### config.mk
export PLATFORM = sky130hd
export DESIGN_NAME = div_ctrl_flat
export DESIGN_NICKNAME = d
export VERILOG_FILES = /design/src/rtl/div_ctrl_if.sv /design/src/rtl/div_ctrl.sv /design/src/flat_wrapper.sv
export SDC_FILE = /design/constraint.sdc
export NUM_CORES = 1
export LEC_CHECK = 0
export BUFFER_PORTS_ARGS = -buffer_cell sky130_fd_sc_hd__buf_2
export CORE_MARGIN = 5
export CORE_UTILIZATION = 25
export DETAILED_ROUTE_END_ITERATION = 7
export GPL_ROUTABILITY_DRIVEN = 0
export HOLD_SLACK_MARGIN = 0.15
export PLACE_DENSITY = 0.42
export SLEW_MARGIN = 10
export SYNTH_ARGS = -nofsm -noshare
export SYNTH_HDL_FRONTEND = slang
export SYNTH_SLANG_ARGS = --single-unit
### constraint.sdc
create_clock -name clk -period 8.2 [get_ports clk]
set_clock_uncertainty 0.05 [all_clocks]
set_input_delay 0.82 -clock clk [delete_from_list [all_inputs] [get_ports clk]]
set_output_delay 0.82 -clock clk [all_outputs]
set_load 0.02 [all_outputs]
### src/rtl/div_ctrl_if.sv
// Handshake bundle between the EX stage (master) and the iterative divider (slave).
interface div_ctrl_if #(
  parameter int WIDTH = 32
);
  logic                 start;
  logic                 signed_div;
  logic                 annul;
  logic [WIDTH-1:0]     opdata1;
  logic [WIDTH-1:0]     opdata2;
  logic                 stallreq;
  logic                 ready;
  logic [2*WIDTH-1:0]   result;

  modport master (
    output start, signed_div, annul, opdata1, opdata2,
    input  stallreq, ready, result
  );

  modport slave (
    input  start, signed_div, annul, opdata1, opdata2,
    output stallreq, ready, result
  );
endinterface

### src/rtl/div_ctrl.sv
// Iterative restoring divider for DIV/DIVU; result = {hi = remainder, lo = quotient}.
// Optional macro DIV_ZERO_FAST_EN: a zero divisor skips the iterations and returns 0.
module div_ctrl #(
  parameter int WIDTH = 32
) (
  input  logic       clk,
  input  logic       rst,
  div_ctrl_if.slave  bus
);

  localparam int CW = $clog2(WIDTH);
  localparam logic [CW-1:0] LAST = CW'(WIDTH - 1);

  typedef enum logic [1:0] {
    S_IDLE  = 2'd0,
    S_BUSY  = 2'd1,
    S_DZERO = 2'd2,
    S_DONE  = 2'd3
  } state_t;

  state_t             r_state;
  state_t             w_state_next;
  logic               w_accept;
  logic               w_last;

  logic [CW-1:0]      r_cnt;
  logic [WIDTH-1:0]   r_rem;
  logic [WIDTH-1:0]   r_quo;
  logic [WIDTH-1:0]   r_div;
  logic               r_neg_q;
  logic               r_neg_r;
  logic [2*WIDTH-1:0] r_result;

  logic [WIDTH-1:0]   w_mag1;
  logic [WIDTH-1:0]   w_mag2;
  logic [WIDTH:0]     w_sh_rem;
  logic [WIDTH:0]     w_diff;
  logic [WIDTH-1:0]   w_rem_next;
  logic [WIDTH-1:0]   w_quo_next;
  logic [WIDTH-1:0]   w_rem_fix;
  logic [WIDTH-1:0]   w_quo_fix;

  // Signed operands are divided as magnitudes; signs are restored on the way out.
  assign w_mag1 = (bus.signed_div && bus.opdata1[WIDTH-1]) ? -bus.opdata1 : bus.opdata1;
  assign w_mag2 = (bus.signed_div && bus.opdata2[WIDTH-1]) ? -bus.opdata2 : bus.opdata2;

  // The shifted remainder keeps its carry-out bit so divisors >= 2^(WIDTH-1) still work.
  assign w_sh_rem   = {r_rem, r_quo[WIDTH-1]};
  assign w_diff     = w_sh_rem - {1'b0, r_div};
  assign w_rem_next = w_diff[WIDTH] ? w_sh_rem[WIDTH-1:0] : w_diff[WIDTH-1:0];
  assign w_quo_next = {r_quo[WIDTH-2:0], ~w_diff[WIDTH]};
  assign w_rem_fix  = r_neg_r ? -w_rem_next : w_rem_next;
  assign w_quo_fix  = r_neg_q ? -w_quo_next : w_quo_next;

  always_comb begin
    w_state_next = r_state;
    w_accept     = 1'b0;
    w_last       = 1'b0;
    bus.stallreq = 1'b0;
    bus.ready    = 1'b0;
    case (r_state)
      S_IDLE: begin
        if (bus.start && !rst) begin
          w_accept     = 1'b1;
          w_state_next = S_BUSY;
`ifdef DIV_ZERO_FAST_EN
          if (bus.opdata2 == '0) w_state_next = S_DZERO;
`endif
        end
      end
      S_BUSY: begin
        if (r_cnt == LAST) begin
          w_last       = 1'b1;
          w_state_next = S_DONE;
        end
      end
      S_DZERO: w_state_next = S_DONE;
      S_DONE:  w_state_next = S_IDLE;
      default: w_state_next = S_IDLE;
    endcase
    // A flush wins over everything except reset.
    if (bus.annul) begin
      w_state_next = S_IDLE;
      w_accept     = 1'b0;
      w_last       = 1'b0;
    end
    bus.stallreq = !rst && (w_accept || r_state == S_BUSY || r_state == S_DZERO);
    bus.ready    = (r_state == S_DONE) && !bus.annul;
  end

  always_ff @(posedge clk) begin
    if (rst) r_state <= S_IDLE;
    else     r_state <= w_state_next;
  end

  always_ff @(posedge clk) begin
    if (rst) begin
      r_cnt    <= '0;
      r_rem    <= '0;
      r_quo    <= '0;
      r_div    <= '0;
      r_neg_q  <= 1'b0;
      r_neg_r  <= 1'b0;
      r_result <= '0;
    end else begin
      if (w_accept) begin
        r_cnt   <= '0;
        r_rem   <= '0;
        r_quo   <= w_mag1;
        r_div   <= w_mag2;
        r_neg_q <= bus.signed_div & (bus.opdata1[WIDTH-1] ^ bus.opdata2[WIDTH-1]);
        r_neg_r <= bus.signed_div & bus.opdata1[WIDTH-1];
      end else if (r_state == S_BUSY) begin
        r_cnt <= r_cnt + CW'(1);
        r_rem <= w_rem_next;
        r_quo <= w_quo_next;
      end
      // The result register only changes on the way into DONE.
      if (w_last)
        r_result <= {w_rem_fix, w_quo_fix};
      else if (r_state == S_DZERO && !bus.annul)
        r_result <= '0;
    end
  end

  assign bus.result = r_result;

endmodule

### src/flat_wrapper.sv
// flat-port wrapper written by rule: the top's interface ports become plain ports
module div_ctrl_flat 
#(
  parameter int WIDTH = 32
)
  (clk, rst, bus_start, bus_signed_div, bus_annul, bus_opdata1, bus_opdata2, bus_stallreq, bus_ready, bus_result);
  div_ctrl_if #(.WIDTH(WIDTH)) bus_i ();
  input  logic clk;
  input  logic rst;
  input wire logic [$bits(bus_i.start)-1:0] bus_start;
  input wire logic [$bits(bus_i.signed_div)-1:0] bus_signed_div;
  input wire logic [$bits(bus_i.annul)-1:0] bus_annul;
  input wire logic [$bits(bus_i.opdata1)-1:0] bus_opdata1;
  input wire logic [$bits(bus_i.opdata2)-1:0] bus_opdata2;
  output wire logic [$bits(bus_i.stallreq)-1:0] bus_stallreq;
  output wire logic [$bits(bus_i.ready)-1:0] bus_ready;
  output wire logic [$bits(bus_i.result)-1:0] bus_result;
  assign bus_i.start = bus_start;
  assign bus_i.signed_div = bus_signed_div;
  assign bus_i.annul = bus_annul;
  assign bus_i.opdata1 = bus_opdata1;
  assign bus_i.opdata2 = bus_opdata2;
  assign bus_stallreq = bus_i.stallreq;
  assign bus_ready = bus_i.ready;
  assign bus_result = bus_i.result;
  div_ctrl #(.WIDTH(WIDTH)) u_core (.clk(clk), .rst(rst), .bus(bus_i));
endmodule
==> metrics.yaml <==
sta:
  min_period_over_period_pct: 67.05
  worst_slew_pin_slew_ns: 1.111
  finalCriticalPeriod_ns: 5.498
  clock.fmax_ghz: 0.1819
  hold_viol_final: 0
  rsz0062_at_grt: "no"
  drv_slew: 0
  finalSetupViolations: 0
  relSlewSlack_pct: 25.85
  tns_ns: 0
floorplan:
  core_um2: 45580
  die_h_um: 225.0
  dieArea_um2: 50610
  ios: 135
  fp.dieW_um: 225.0
  rows: 78
  initial_utilization_pct: 25.35
synth:
  syn_nets: 1579
  yosys.area_share.simple_pct: 20.83
  synth_xor_xnor_area_share_pct: 10.31
  yosys_most_used_dff: "dfxtp_1"
  netlist.area_leader.share_pct: 29.28
  synth_seq_cells: 169
  synth.area.mux_share_pct: 5.783
  synth_top_family_by_area: "compound AO/OA/AOI/OAI gates"
  synth_area_leaders: "dfxtp_1, xnor2_1, nor2_1, mux2i_1, ha_1"
  yosys.cell_types.count: 82
  synth.most_common_cell: "nor2_1"
  ys_warn_count: 0
  synth-async-reset-ratio_pct: 0
  synth_compound_area_share_pct: 24.02
  synth_cells: 1467
  syn_avg_cell_area_um2: 7.876
  netlist_area_um2: 11550
  synth_common_cells: "nor2_1, dfxtp_1, nand2_1, o21ai_0, xnor2_1"
  synth-adder-area-share_pct: 4.722
  synth.largest_area_cell: "dfxtp_1"
  seq_area_frac_synth_pct: 29.28
  synth_edf_count: 0
global_routing:
  grt_use_met1_pct: 22.18
  gr-usage-met2_pct: 24.72
  grt_pass1_wl_um: 62930
  antenna_found_initial: 2
  grt-busiest-layer: "met2"
  grt_usage_pct: 15.76
  grt_max_degree: 79
  overflow: 0
  grt_use_met3_pct: 2.827
  grt_pass1_vias: 10420
cells_and_area:
  drive_gt1_share_pct: 13.72
  regArea_um2: 3383
  area_delta_synth_final_pct: 15.01
  nets: 1653
  multi_input_area_um2: 7610
  final.fill_count: 4899
  instances_no_fill: 2154
  postLayoutCoreUtil_pct: 29.15
route:
  ant_nets: 0
  vias: 10910
  drt_iter0_drc: 621
  drc: 0
  firstDrtPassIters: 5
  wire_per_inst_um: 18.88
  viasPerCell: 5.065
  drt-total-wl_um: 40660
clocking:
  worstSkewPairLatency_ns: 0.46
  cts.sinks: 169
  cts_tree: "built"
  post_cts_resized: 0
  clk_pin_slew_ns: 0.07
  htree_num_levels: 4
  hold_buffers: 0
  post_cts_buffers: 0
  clock_path_buffers: 2
  cts_made_buffers: 17
  cts_root_buf: "clkbuf_16"
worst_setup_path:
  arrival_ns: 5.78
  reg2reg_depth: 20
  worstSetupStartpoint: "u_core.r_quo[31]"
  critPathKind: "reg2reg"
  crit_fanout: 30
  r2r_slack_ns: 2.70
  cp_data_required_time_ns: 8.48
  endpoint: "u_core.bus.result[60]"
  worstReg2RegEnd: "u_core.bus.result[60]"
  reg2reg_from: "u_core.r_quo[31]"
  cp-end-kind: "register"
  start_kind: "register"
power_and_ir_drop:
  finalPower_mw: 2.926
  peakVddDrop_mv: 0.1281
  p_leak_nw: 4.998
  power.density_nw_per_um2: 220.2
placement:
  dp_cells: 2122
  port_buffers: 134
  dp_hpwl_um: 31700
status:
  status: "finished, final reports clean"
hold_path:
  hp-class: "reg2reg"
job:
  drv_cap: 0
## power breakdown
group          switching (mW)  internal, mW
registers              0.0399         0.851
clock network           0.377         0.431
logic                   0.790         0.437
## state kept, by name, indices dropped and copies added, names as in the netlist
signal	count
u_core.r_rem	32
u_core.r_neg_r	1
u_core.r_state	2
u_core.r_div	32
u_core.r_quo	32
u_core.r_neg_q	1
u_core.bus.result	64
u_core.r_cnt	5
## routing by layer
metal / wire length (um) / up-vias / share of wire, %
met4: 835 / 2 / 2.1
met5: 13 / - / 0.032
met2: 18250 / 187 / 45
met1: 20030 / 5197 / 49
met3: 1534 / 46 / 3.8
li1: - / 5477 / -
## critical path: stages, from the launching register on
cell,delay [ns]
dfxtp_1,0.33
inv_1,0.06
ha_1,0.15
inv_1,0.05
fa_1,0.43
a211oi_1,0.29
o211ai_1,0.18
nand3_1,0.22
nand2_1,0.15
a221oi_4,0.29
buf_4,0.41
mux2i_1,0.34
ha_1,0.26
nand2_1,0.09
nor3_1,0.24
nor4b_1,0.40
a31oi_1,0.33
or3b_1,0.47
o41ai_1,0.33
xor2_1,0.18
o21ai_1,0.07
## cells in the final DEF, fill, tap and decap left out, types with 5 or more instances in the layout
cell / n
a2111oi_0: 6
a211oi_1: 65
a21o_1: 7
a21oi_1: 80
a22oi_1: 30
a31oi_1: 16
and2_1: 10
and3_1: 5
and4_1: 5
buf_2: 133
buf_4: 13
clkbuf_16: 17
dfxtp_1: 169
ha_1: 41
inv_1: 56
mux2_2: 6
mux2i_1: 60
nand2_1: 116
nand2b_1: 12
nand3_1: 16
nand3b_1: 5
nand4_1: 11
nor2_1: 170
nor2b_1: 11
nor3_1: 34
nor3b_1: 5
nor4_1: 18
o211ai_1: 14
o21a_1: 5
o21ai_0: 95
o21ai_1: 6
o31ai_1: 42
o41ai_1: 8
or3_1: 26
or4_1: 17
xnor2_1: 86
xor2_1: 50
## through the flow
stage / setup slack (ns) / hold WS, ns / instance area (um^2)
after floorplan: 3.052 / 0.3908 / 11550
after global placement: 2.880 / 0.3841 / 12720
after detailed placement: 2.859 / 0.3914 / 12720
after CTS: 2.800 / 0.4013 / 13290
after global routing: 2.194 / 0.4235 / 13290
final: 2.702 / 0.3948 / 13290
## logic make-up after synthesis
kind of cell	Yosys count
buffers and inverters	148
flip-flops	169
XOR/XNOR	136
adder cells (fa/ha/maj)	43
AND/OR/NAND/NOR	487
multiplexers	66
AO/OA/AOI/OAI	418
## cell type report
class | instances | area share, %
multi-input cells | 1150 | 57.27
clock inverters | 11 | 0.8663
repair buffers | 146 | 5.744
flip-flops and latches | 169 | 25.46
clock buffers | 20 | 3.362
diodes | 1 | 0.01883
inverters | 57 | 1.629
well taps | 600 | 5.650
## worst min-delay path by stage
stage	start	endpoint	depth (start not counted)
floorplan	u_core.r_div[13]	u_core.r_div[13]	2
global placement	u_core.bus.result[11]	u_core.bus.result[11]	2
detailed placement	u_core.bus.result[13]	u_core.bus.result[13]	2
CTS	u_core.bus.result[59]	u_core.bus.result[59]	2
global route	u_core.bus.result[49]	u_core.bus.result[49]	2
finish	u_core.bus.result[59]	u_core.bus.result[59]	2
Power figures use the tool's default switching activity.
